==> config.mk <==
export PLATFORM = sky130hd
export DESIGN_NAME = framebuffer_stream_sink
export DESIGN_NICKNAME = d
export VERILOG_FILES = /design/src/rtl/framebuffer_stream_sink.sv
export SDC_FILE = /design/constraint.sdc
export NUM_CORES = 1
export LEC_CHECK = 0
export ABC_AREA = 1
export BUFFER_PORTS_ARGS = -buffer_cell sky130_fd_sc_hd__buf_2
export CAP_MARGIN = 15
export CORE_MARGIN = 5
export CORE_UTILIZATION = 40
export DETAILED_ROUTE_END_ITERATION = 7
export PLACE_DENSITY = 0.74
export RECOVER_POWER = 25
export SLEW_MARGIN = 5
export SYNTH_ARGS = -nofsm -noshare
export SYNTH_HDL_FRONTEND = slang
export SYNTH_SLANG_ARGS = --single-unit
==> constraint.sdc <==
create_clock -name aclk -period 3.22 [get_ports aclk]
set_input_delay 0.644 -clock aclk [delete_from_list [all_inputs] [get_ports aclk]]
set_output_delay 0.644 -clock aclk [all_outputs]
set_load 0.01 [all_outputs]
==> src/rtl/framebuffer_stream_sink.sv <==
// Unpacks a wide framebuffer AXI-stream into single pixels with (x,y) coordinates and frame/tlast status pulses.
// Optional build macro FRAMEBUFFER_STREAM_SINK_BYTE_SWAP_EN swaps the two bytes of every output pixel.
module framebuffer_stream_sink #(
   parameter int FRAMEBUFFER_STREAM_WIDTH = 64,
   parameter int PIXEL_WIDTH              = 16,
   parameter int X_RESOLUTION             = 640,
   parameter int Y_RESOLUTION             = 480
) (
   input  logic                                aclk,
   input  logic                                reset,
   input  logic                                s_framebuffer_axis_tvalid,
   output logic                                s_framebuffer_axis_tready,
   input  logic                                s_framebuffer_axis_tlast,
   input  logic [FRAMEBUFFER_STREAM_WIDTH-1:0] s_framebuffer_axis_tdata,
   output logic                                m_pixel_valid,
   input  logic                                m_pixel_ready,
   output logic [PIXEL_WIDTH-1:0]              m_pixel_data,
   output logic [$clog2(X_RESOLUTION)-1:0]     m_pixel_x,
   output logic [$clog2(Y_RESOLUTION)-1:0]     m_pixel_y,
   output logic                                frame_done,
   output logic                                tlast_error
);

   localparam int PPB    = FRAMEBUFFER_STREAM_WIDTH / PIXEL_WIDTH;
   localparam int LANE_W = (PPB > 1) ? $clog2(PPB) : 1;
   localparam int X_W    = $clog2(X_RESOLUTION);
   localparam int Y_W    = $clog2(Y_RESOLUTION);

   localparam logic [LANE_W-1:0] LANE_LAST = LANE_W'(PPB - 1);
   localparam logic [X_W-1:0]    X_LAST    = X_W'(X_RESOLUTION - 1);
   localparam logic [Y_W-1:0]    Y_LAST    = Y_W'(Y_RESOLUTION - 1);

   logic [FRAMEBUFFER_STREAM_WIDTH-1:0] beat_data;
   logic                                beat_full;
   logic                                beat_last;
   logic [LANE_W-1:0]                   lane;
   logic [PIXEL_WIDTH-1:0]              lane_pixel;
   logic                                pixel_xfer;
   logic                                beat_accept;
   logic                                lane_is_last;
   logic                                at_frame_end;
   logic                                resync;

   always_comb begin
      lane_pixel = '0;
      for (int i = 0; i < PPB; i++) begin
         if (lane == LANE_W'(i)) lane_pixel = beat_data[i*PIXEL_WIDTH +: PIXEL_WIDTH];
      end
   end

`ifdef FRAMEBUFFER_STREAM_SINK_BYTE_SWAP_EN
   assign m_pixel_data = {lane_pixel[7:0], lane_pixel[PIXEL_WIDTH-1:8]};
`else
   assign m_pixel_data = lane_pixel;
`endif

   assign m_pixel_valid = beat_full && !reset;
   assign pixel_xfer    = m_pixel_valid && m_pixel_ready;
   assign lane_is_last  = (lane == LANE_LAST);

   // Refill in the same cycle the final lane leaves, so a full-rate stream has no bubble.
   assign s_framebuffer_axis_tready = !reset && (!beat_full || (pixel_xfer && lane_is_last));
   assign beat_accept               = s_framebuffer_axis_tvalid && s_framebuffer_axis_tready;

   assign at_frame_end = (m_pixel_x == X_LAST) && (m_pixel_y == Y_LAST);
   assign frame_done   = pixel_xfer && at_frame_end;
   assign tlast_error  = pixel_xfer && lane_is_last && (beat_last != at_frame_end);
   assign resync       = pixel_xfer && lane_is_last && beat_last && !at_frame_end;

   // NOTE: sequential state uses non-blocking assignments so every register samples pre-edge values.
   always_ff @(posedge aclk) begin
      if (reset) begin
         // NOTE: the beat register is cleared too, so m_pixel_data reads zero while held in reset.
         beat_data <= '0;
         beat_full <= 1'b0;
         beat_last <= 1'b0;
         lane      <= '0;
         m_pixel_x <= '0;
         m_pixel_y <= '0;
      end else begin
         if (beat_accept) begin
            beat_data <= s_framebuffer_axis_tdata;
            beat_last <= s_framebuffer_axis_tlast;
            beat_full <= 1'b1;
         end else if (pixel_xfer && lane_is_last) begin
            beat_full <= 1'b0;
         end

         if (pixel_xfer) begin
            lane <= lane_is_last ? '0 : lane + LANE_W'(1);
            if (resync) begin
               m_pixel_x <= '0;
               m_pixel_y <= '0;
            end else if (m_pixel_x == X_LAST) begin
               m_pixel_x <= '0;
               m_pixel_y <= (m_pixel_y == Y_LAST) ? '0 : m_pixel_y + Y_W'(1);
            end else begin
               m_pixel_x <= m_pixel_x + X_W'(1);
            end
         end
      end
   end

endmodule

==> results.yml, run 1 <==
outcome:
  outcome: "completed"
global_route:
  grt_pass1_vias: 4027
  grt_max_degree: 68
  grt_antenna_before_repair: 0
  grt_first_pass_wirelength_um: 18900
  grt_usage_pct: 18.2
  overflow: 0
logic_synthesis:
  synth-seq-area-share_pct: 42.8
  synth_area_per_cell_sq_um: 6.94
  synth_edf_count: 0
  synth_compound_area_share_pct: 8.46
  muxShareOfSynthArea_pct: 0
  synthCells: 586
  netlist.area_leader.share_pct: 42.8
  ys_warn_count: 0
  synthXorXnorAreaFrac_pct: 1.29
  yosys.area_share.simple_pct: 38.2
  synth_area_leaders: "dfxtp_1 43%, nand3_1 20%, nand2_1 13%"
  synth-main-ff-cell: "dfxtp_1"
  ys_ff_latch: 87
  synth.most_common_cell: "nand3_1"
  yosys.area.top_type: "dfxtp_1"
  synth_nets: 661
  syn_area_sq_um: 4070
  synth_top_family_by_area: "simple AND/OR/NAND/NOR gates"
  synth_cell_types: 25
  synthArstFlopShare_pct: 0
  netlist_top_cells_count: "164 x nand3_1, 138 x nand2_1, 87 x dfxtp_1"
  synth-adder-area-share_pct: 1.85
sta:
  rsz0062_at_grt: "false"
  tightest_slew_ps: 1300
  skew_ps: 12.1
  post-route-min-period_ps: 2970
  max_slew_margin_pct: 13.2
  hold_ws_ps: 467
  hold_violations: 0
  drv_slew: 0
  timing.setup.tns_ps: 0
  fmax_ghz: 0.336
  fin_crit_sh_pct: 92.4
  setup_viol: 0
setup_path:
  reg2reg_from: "lane[0]"
  worstPathArrival_ps: 2330
  required_ps: 2580
  path_class: "flip-flop to primary output"
  crit_fanout: 21
  r2r-end: "m_pixel_y[8]"
  r2r_slack_ps: 930
  worstRegToRegCells: 6
  endpoint_kind: "primary output"
  critPathLaunchType: "flip-flop"
clock_network:
  numCtsBuffers: 9
  cts_root_buf: "clkbuf_8"
  clock_path_buffers: 2
  htreeDepth: 3
  cts_sinks: 87
  cts_tree: "built"
  clkTransAtPathRegs_ps: 90
  post_cts_buffers: 0
  clock_latency_ps: 360
drt:
  drcViolationCount: 0
  drtIter0Drc: 383
  wl_per_cell_um: 14.3
  dr.pass1.iters: 5
  ant_nets: 0
  vias: 4248
  wirelength_um: 11500
  via_per_inst: 5.28
pwr:
  power.switching_uw: 637
  pwr-share-comb_pct: 13.0
  finalPower_uw: 2300
  pwr_density_cell_nw_per_um2: 476
  p_seq_share_pct: 51.2
  p_leak_uw: 0.00231
  p_clk_share_pct: 35.8
  p_int_uw: 1660
  ir_worst_vdd_mv: 0.201
  p_sw_share_pct: 27.7
worst_hold_path:
  min-delay-path-class: "flip-flop to flip-flop"
  hold_path_startpoint: "beat_data[43]"
  holdPathEnd: "beat_data[43]"
  hold_depth: 2
final_layout:
  num_antenna_cells: 0
  nets: 742
  drive_gt1_share_pct: 17.4
  nFillCells: 1017
  final_core_util_pct: 49.0
  synthToLayoutAreaGrowth_pct: 19.0
  multi_input_area_sq_um: 2040
  ff_latch_area_sq_um: 1740
die:
  die_w_um: 111
  initial_core_util_pct: 41.2
  row_count: 36
  die_h_um: 111
  dieArea_sq_um: 12300
  core_sq_um: 9860
  ios: 108
placement:
  port_buffers: 107
  place_congestion: 0.852
  hpwl_um: 8310
run:
  drv_cap: 0
==> routing by layer <==
layer | routed length (um) | share of wire [%] | GRT usage (%)
met1 | 4820 | 42 | 22.4
met2 | 5720 | 50 | 31.4
met3 | 776 | 6.8 | 5.24
met4 | 172 | 1.5 | 4.43
met5 | 0 | 0 | 0
==> cell type report <==
type	count	share of cell area [%]
multi-input cells	428	42.1
flip-flops and latches	87	36.0
repair buffers	113	11.7
well taps	133	3.44
clock buffers	11	3.13
inverters	28	2.28
clock inverters	5	1.32
==> power by group through the flow <==
stage          clock, uW  combinational, uW  sequential (uW)
6_report             825                298             1180
5_1_grt              882                335             1180
4_1_cts              835                302             1180
3_5_place_dp           0                301             1200
3_3_place_gp           0                294             1200
2_1_floorplan          0                189             1190
==> placed cells by master, fill, tap and decap left out, drive strengths merged <==
| cell type | Yosys | layout |
|---|---|---|
| bufinv | 0 | 1 |
| buf | 16 | 92 |
| nor3 | 7 | 7 |
| inv | 27 | 28 |
| nor3b | 1 | 1 |
| o21ai | 32 | 32 |
| o31ai | 1 | 1 |
| o211ai | 5 | 5 |
| nand2 | 140 | 140 |
| clkinv | 1 | 3 |
| nand3 | 165 | 165 |
| xor2 | 5 | 5 |
| clkbuf | 27 | 32 |
| nor2 | 36 | 36 |
| xnor2 | 1 | 1 |
| dfxtp | 87 | 87 |
| clkinvlp | 0 | 1 |
| a21oi | 27 | 27 |
| nand4 | 2 | 2 |
| ha | 6 | 6 |
==> flip-flops by register name, summed over array words and instances, names as in the netlist <==
name       cells
beat_data     64
beat_last      1
lane           2
m_pixel_y      9
m_pixel_x     10
beat_full      1
==> through the flow <==
stage | worst slack [ps] | std cells | area, sq um
6_report | 246 | 805 | 4840
5_1_grt | 51.2 | 805 | 4840
2_1_floorplan | 1040 | 586 | 4070
3_5_place_dp | 634 | 789 | 4650
3_3_place_gp | 703 | 789 | 4650
4_1_cts | 218 | 805 | 4860
==> timing repair <==
action / in CTS / in global routing
hold buffers: 0 / 0
gates resized for setup: 0 / 2
endpoints found under the setup margin: 0 / 2
==> critical path, cell delays in order, from the launching register on <==
cell and delay (ps):
dfxtp_1 340, inv_1 110, ha_1 450, clkinvlp_4 430, nand2_1 160, o211ai_1 110, a21oi_1 220, buf_2 170
==> kinds of logic (layout without fill, tap and decap cells) <==
group,after synthesis,after routing
AND/OR/NAND/NOR,351,351
flip-flops,87,87
adder cells (fa/ha/maj),6,6
AO/OA/AOI/OAI,65,65
buffers and inverters,71,157
XOR/XNOR,6,6
==> how the worst max path moves through the flow <==
stage / startpoint / to / slack, ps / depth (start not counted)
2_1_floorplan: lane[0] / m_pixel_data[11] / 1040 / 8
3_3_place_gp: lane[1] / m_pixel_data[7] / 700 / 8
3_5_place_dp: lane[1] / m_pixel_data[7] / 630 / 8
4_1_cts: lane[1] / m_pixel_data[7] / 220 / 8
5_1_grt: lane[1] / m_pixel_data[6] / 50 / 8
6_report: lane[1] / m_pixel_data[10] / 250 / 7
Note: power is estimated with default switching activity, not from simulation.
==> inputs of run 2 (changes only) <==
--- a/config.mk
+++ b/config.mk
@@ -12,7 +12,7 @@
 export CORE_UTILIZATION = 40
 export DETAILED_ROUTE_END_ITERATION = 7
 export PLACE_DENSITY = 0.74
-export RECOVER_POWER = 25
+export RECOVER_POWER = 100
 export SLEW_MARGIN = 5
 export SYNTH_ARGS = -nofsm -noshare
 export SYNTH_HDL_FRONTEND = slang
==> run 2 against run 1 <==
Against the previous run: total power fell by 0.62%; first-iteration DRC count rose by 6.5%; hold slack barely moved; utilization fell by 0.60 points; final cell count did not move; register-to-register slack got worse by 450 ps; setup slack got worse by 4.9 ps; flip-flop and latch count did not move; clock skew fell by 2.5 ps; count of clock-buffer cells in the layout did not move; critical path depth did not move.
==> results.yml, run 2 (same netlist as run 1, synthesis figures left out) <==
clock_network:
  cts_sinks: 87
  clock_latency_ps: 360
  clkTransAtPathRegs_ps: 90
  htreeDepth: 3
  cts_tree: "built"
  numCtsBuffers: 9
  postCtsHoldBufs: 0
  cts_root_buf: "clkbuf_8"
  clock_path_buffers: 2
setup_path:
  worstPathArrival_ps: 2330
  endpoint_kind: "primary output"
  crit_fanout: 21
  required_ps: 2580
  critPathLaunchType: "flip-flop"
  r2r_slack_ps: 480
  path_class: "flip-flop to primary output"
final_layout:
  final_core_util_pct: 48.4
  largest_reg_flops: 64
  nets: 742
  final_cell_mix: "165 x nand3_1, 138 x nand2_1, 87 x dfxtp_1"
  multi_input_area_sq_um: 2020
  synthToLayoutAreaGrowth_pct: 17.5
  top_register: "beat_data"
  ff_latch_area_sq_um: 1740
  num_antenna_cells: 0
  layout_commonest_cell: "nand3_1"
  finalNonFillerCells: 805
  drive_gt1_share_pct: 14.3
  reg_top3: "beat_data (64), m_pixel_x (10), m_pixel_y (9)"
  nFillCells: 1030
pwr:
  p_leak_uw: 0.00224
  pwr_density_cell_nw_per_um2: 479
  ir_worst_vdd_mv: 0.200
sta:
  post-route-min-period_ps: 2980
  rsz0062_at_grt: "false"
  skew_ps: 9.58
  fin_crit_sh_pct: 92.5
  setup_viol: 0
  max_slew_margin_pct: 13.0
  drv_slew: 0
  timing.setup.tns_ps: 0
  fmax_ghz: 0.336
  hold_violations: 0
  tightest_slew_ps: 1300
die:
  ios: 108
  initial_core_util_pct: 41.2
  core_sq_um: 9860
  dieArea_sq_um: 12300
  die_w_um: 111
  row_count: 36
  die_h_um: 111
drt:
  wl_per_cell_um: 14.2
  wirelength_um: 11500
  drtIter0Drc: 408
  ant_nets: 0
  drcViolationCount: 0
  dr.pass1.iters: 4
  vias: 4218
  via_per_inst: 5.24
placement:
  port_buffers: 107
  place_congestion: 0.852
  hpwl_um: 8310
  dp.cells: 789
global_route:
  grt_pass1_vias: 4027
  grt_first_pass_wirelength_um: 18900
  overflow: 0
  grt_max_degree: 68
  grt_usage_pct: 18.2
  grt_antenna_before_repair: 0
run:
  drv_cap: 0
outcome:
  outcome: "completed"
worst_hold_path:
  min-delay-path-class: "flip-flop to flip-flop"
-- run 2: cell count changes in the layout (fill, tap and decap cells not counted), moves of 2 or more --
| cell | delta |
|---|---|
| buf_2 | -17 |
| clkbuf_1 | +17 |
| nand3_1 | +2 |
| nand3_2 | -2 |
-- run 2: worst paths after layout --
check | start | end | cells after the start
setup reg to reg | beat_full | beat_data[30] | 10
hold / removal | beat_data[43] | beat_data[43] | 2
hold reg to reg | beat_data[43] | beat_data[43] | 2
setup / recovery | lane[1] | m_pixel_data[10] | 7
-- run 2: power breakdown --
| group | internal (uW) | switching, uW | total, uW |
|---|---|---|---|
| registers | 1140 | 37.4 | 1180 |
| logic | 105 | 184 | 288 |
| clock network | 410 | 411 | 821 |
-- run 2: metal layers --
metal	vias up	part of all wire, %	GRT usage, %
met2	142	50	31.4
met1	1941	43	22.4
li1	2119	-	-
met3	16	6.1	5.24
met5	-	0	0
met4	0	1.3	4.43
-- run 2: layout make-up --
cell class | instances | area share, %
clock inverters | 5 | 1.34
well taps | 133 | 3.48
clock buffers | 11 | 3.17
repair buffers | 113 | 11.1
flip-flops and latches | 87 | 36.4
multi-input cells | 428 | 42.2
inverters | 28 | 2.28
-- run 2: worst max-delay path: stages, from the launching register on --
cell and delay [ps]:
dfxtp_1 340, inv_1 110, ha_1 450, clkinvlp_4 430, nand2_1 160, o211ai_1 110
a21oi_1 210, clkbuf_1 170
-- run 2: metrics by stage --
stage / hold slack [ps] / worst slack, ps / instance area (sq um) / power [uW]
after floorplan: 440 / 1040 / 4070 / 1380
after global placement: 450 / 703 / 4650 / 1490
after detailed placement: 457 / 634 / 4650 / 1500
after CTS: 470 / 218 / 4860 / 2310
after global routing: 485 / 56.7 / 4780 / 2390
final: 467 / 241 / 4780 / 2290
-- run 2: timing repair --
action,in CTS,in global routing
setup endpoints to repair,0,2
resized for setup,0,2
setup buffers,0,0
==> inputs of run 3 (changes only) <==
--- a/config.mk
+++ b/config.mk
@@ -9,9 +9,9 @@
 export BUFFER_PORTS_ARGS = -buffer_cell sky130_fd_sc_hd__buf_2
 export CAP_MARGIN = 15
 export CORE_MARGIN = 5
-export CORE_UTILIZATION = 40
+export CORE_UTILIZATION = 57
 export DETAILED_ROUTE_END_ITERATION = 7
-export PLACE_DENSITY = 0.74
+export PLACE_DENSITY = 0.85
 export RECOVER_POWER = 100
 export SLEW_MARGIN = 5
 export SYNTH_ARGS = -nofsm -noshare
==> run 3 against run 2 <==
Against the previous run: total power is 6.2% higher; cell area shrank 0.10%; critical path depth down 1; largest power group unchanged; clock skew is 1.4 ps lower; global-route usage rose by 5.0 points.
==> results.yml, run 3 (same netlist as run 1, synthesis figures left out) <==
sta:
  post-route-min-period_ps: 3020
  hold_violations: 0
  timing.setup.tns_ps: 0
  fin_crit_sh_pct: 93.9
  max_slew_margin_pct: 21.2
  tightest_slew_ps: 1180
  fmax_ghz: 0.331
  skew_ps: 8.16
  setup_viol: 0
  drv_slew: 0
  rsz0062_at_grt: "false"
final_layout:
  top_register: "beat_data"
  largest_reg_flops: 64
  layout_commonest_cell: "nand3_1"
  final_cell_mix: "165 x nand3_1, 140 x nand2_1, 87 x dfxtp_1"
  num_antenna_cells: 0
  reg_top3: "beat_data (64), m_pixel_x (10), m_pixel_y (9)"
  drive_gt1_share_pct: 13.7
  final_area_sq_um: 4770
  nets: 741
  finalNonFillerCells: 766
  final_core_util_pct: 69.5
  synthToLayoutAreaGrowth_pct: 17.4
clock_network:
  clock_path_buffers: 2
  clock_latency_ps: 350
  cts_sinks: 87
  clkTransAtPathRegs_ps: 90
  numCtsBuffers: 9
  postCtsHoldBufs: 0
  cts_root_buf: "clkbuf_8"
  cts_tree: "built"
  post_cts_buffers: 0
  htreeDepth: 3
drt:
  ant_nets: 0
  dr.pass1.iters: 5
  via_per_inst: 5.48
  wirelength_um: 10600
  wl_per_cell_um: 13.8
  vias: 4201
  drcViolationCount: 0
  drtIter0Drc: 282
setup_path:
  crit_fanout: 21
  reg2reg_from: "beat_full"
  critPathLaunchType: "flip-flop"
  r2r-end: "beat_data[48]"
  endpoint: "m_pixel_data[15]"
  required_ps: 2580
  endpoint_kind: "primary output"
  path_class: "flip-flop to primary output"
  r2r_slack_ps: 310
  worstRegToRegCells: 9
  worstSetupStartpoint: "lane[0]"
  worstPathArrival_ps: 2380
die:
  die_h_um: 94.5
  initial_core_util_pct: 59.2
  dieArea_sq_um: 8920
  core_sq_um: 6870
  die_w_um: 94.5
  row_count: 30
  ios: 108
outcome:
  outcome: "completed"
global_route:
  grt_use_met2_pct: 41.5
  grt-busiest-layer: "met2"
  grt_util_met3_pct: 5.50
  grt_first_pass_wirelength_um: 16700
  grt_usage_pct: 23.2
  gr-usage-met1_pct: 26.2
  overflow: 0
  grt_pass1_vias: 3901
  grt_max_degree: 66
  grt_antenna_before_repair: 0
placement:
  port_buffers: 107
  place_congestion: 0.884
  hpwl_um: 7530
  dp.cells: 751
  place_area_sq_um: 4590
pwr:
  p_leak_uw: 0.00224
  ir_worst_vdd_mv: 0.338
  pwr_density_cell_nw_per_um2: 509
run:
  drv_cap: 0
worst_hold_path:
  min-delay-path-class: "flip-flop to flip-flop"
==> run 3: changes by cell type in the layout (fill, tap and decap cells not counted), moves of 2 or more <==
cell,change
bufinv_16,+3
clkbuf_8,-2
nand2_1,+2
nand2_2,-2
==> run 3: critical path, stage by stage, from the launching register on <==
cell        delay [ps]
dfxtp_1            410
ha_1               480
clkinvlp_4         460
nand2_1            170
o211ai_1           140
a21oi_1            200
clkbuf_1           170
==> run 3: how the worst min path moves through the flow <==
stage,cells past startpoint,startpoint,endpoint
4_1_cts,2,beat_data[38],beat_data[38]
5_1_grt,2,beat_data[37],beat_data[37]
3_5_place_dp,2,beat_data[38],beat_data[38]
2_1_floorplan,2,beat_data[40],beat_data[40]
3_3_place_gp,2,beat_data[32],beat_data[32]
6_report,2,beat_data[38],beat_data[38]
==> run 3: cell type report <==
cell class	instances	area (sq um)
clock buffers	9	124
clock inverters	6	134
fillers	621	2100
inverters	28	110
multi-input cells	428	2020
flip-flops and latches	87	1740
well taps	96	120
repair buffers	112	523
==> run 3: power breakdown <==
part / switching [uW] / internal (uW) / total (uW)
Combinational: 181 / 105 / 286
Clock: 377 / 589 / 967
Sequential: 36.7 / 1140 / 1180
Total: 595 / 1830 / 2430
==> run 3: timing repair <==
item / 4_1_cts / 5_1_grt
setup endpoints to repair: 0 / 1
endpoints found under the hold margin: 0 / 0
gates resized for setup: 0 / 1
==> run 3: per-stage QoR <==
| step | hold WS, ps | power (uW) | setup WS, ps |
|---|---|---|---|
| finish | 467 | 2430 | 196 |
| global placement | 449 | 1490 | 650 |
| global route | 487 | 2530 | 12.6 |
| detailed placement | 456 | 1500 | 628 |
| floorplan | 440 | 1380 | 1040 |
| CTS | 468 | 2450 | 214 |
==> run 3: routing by layer <==
metal,up-vias,wire length (um)
met2,150,5310
met1,1910,4310
li1,2117,-
met5,-,0
met3,24,657
met4,0,308
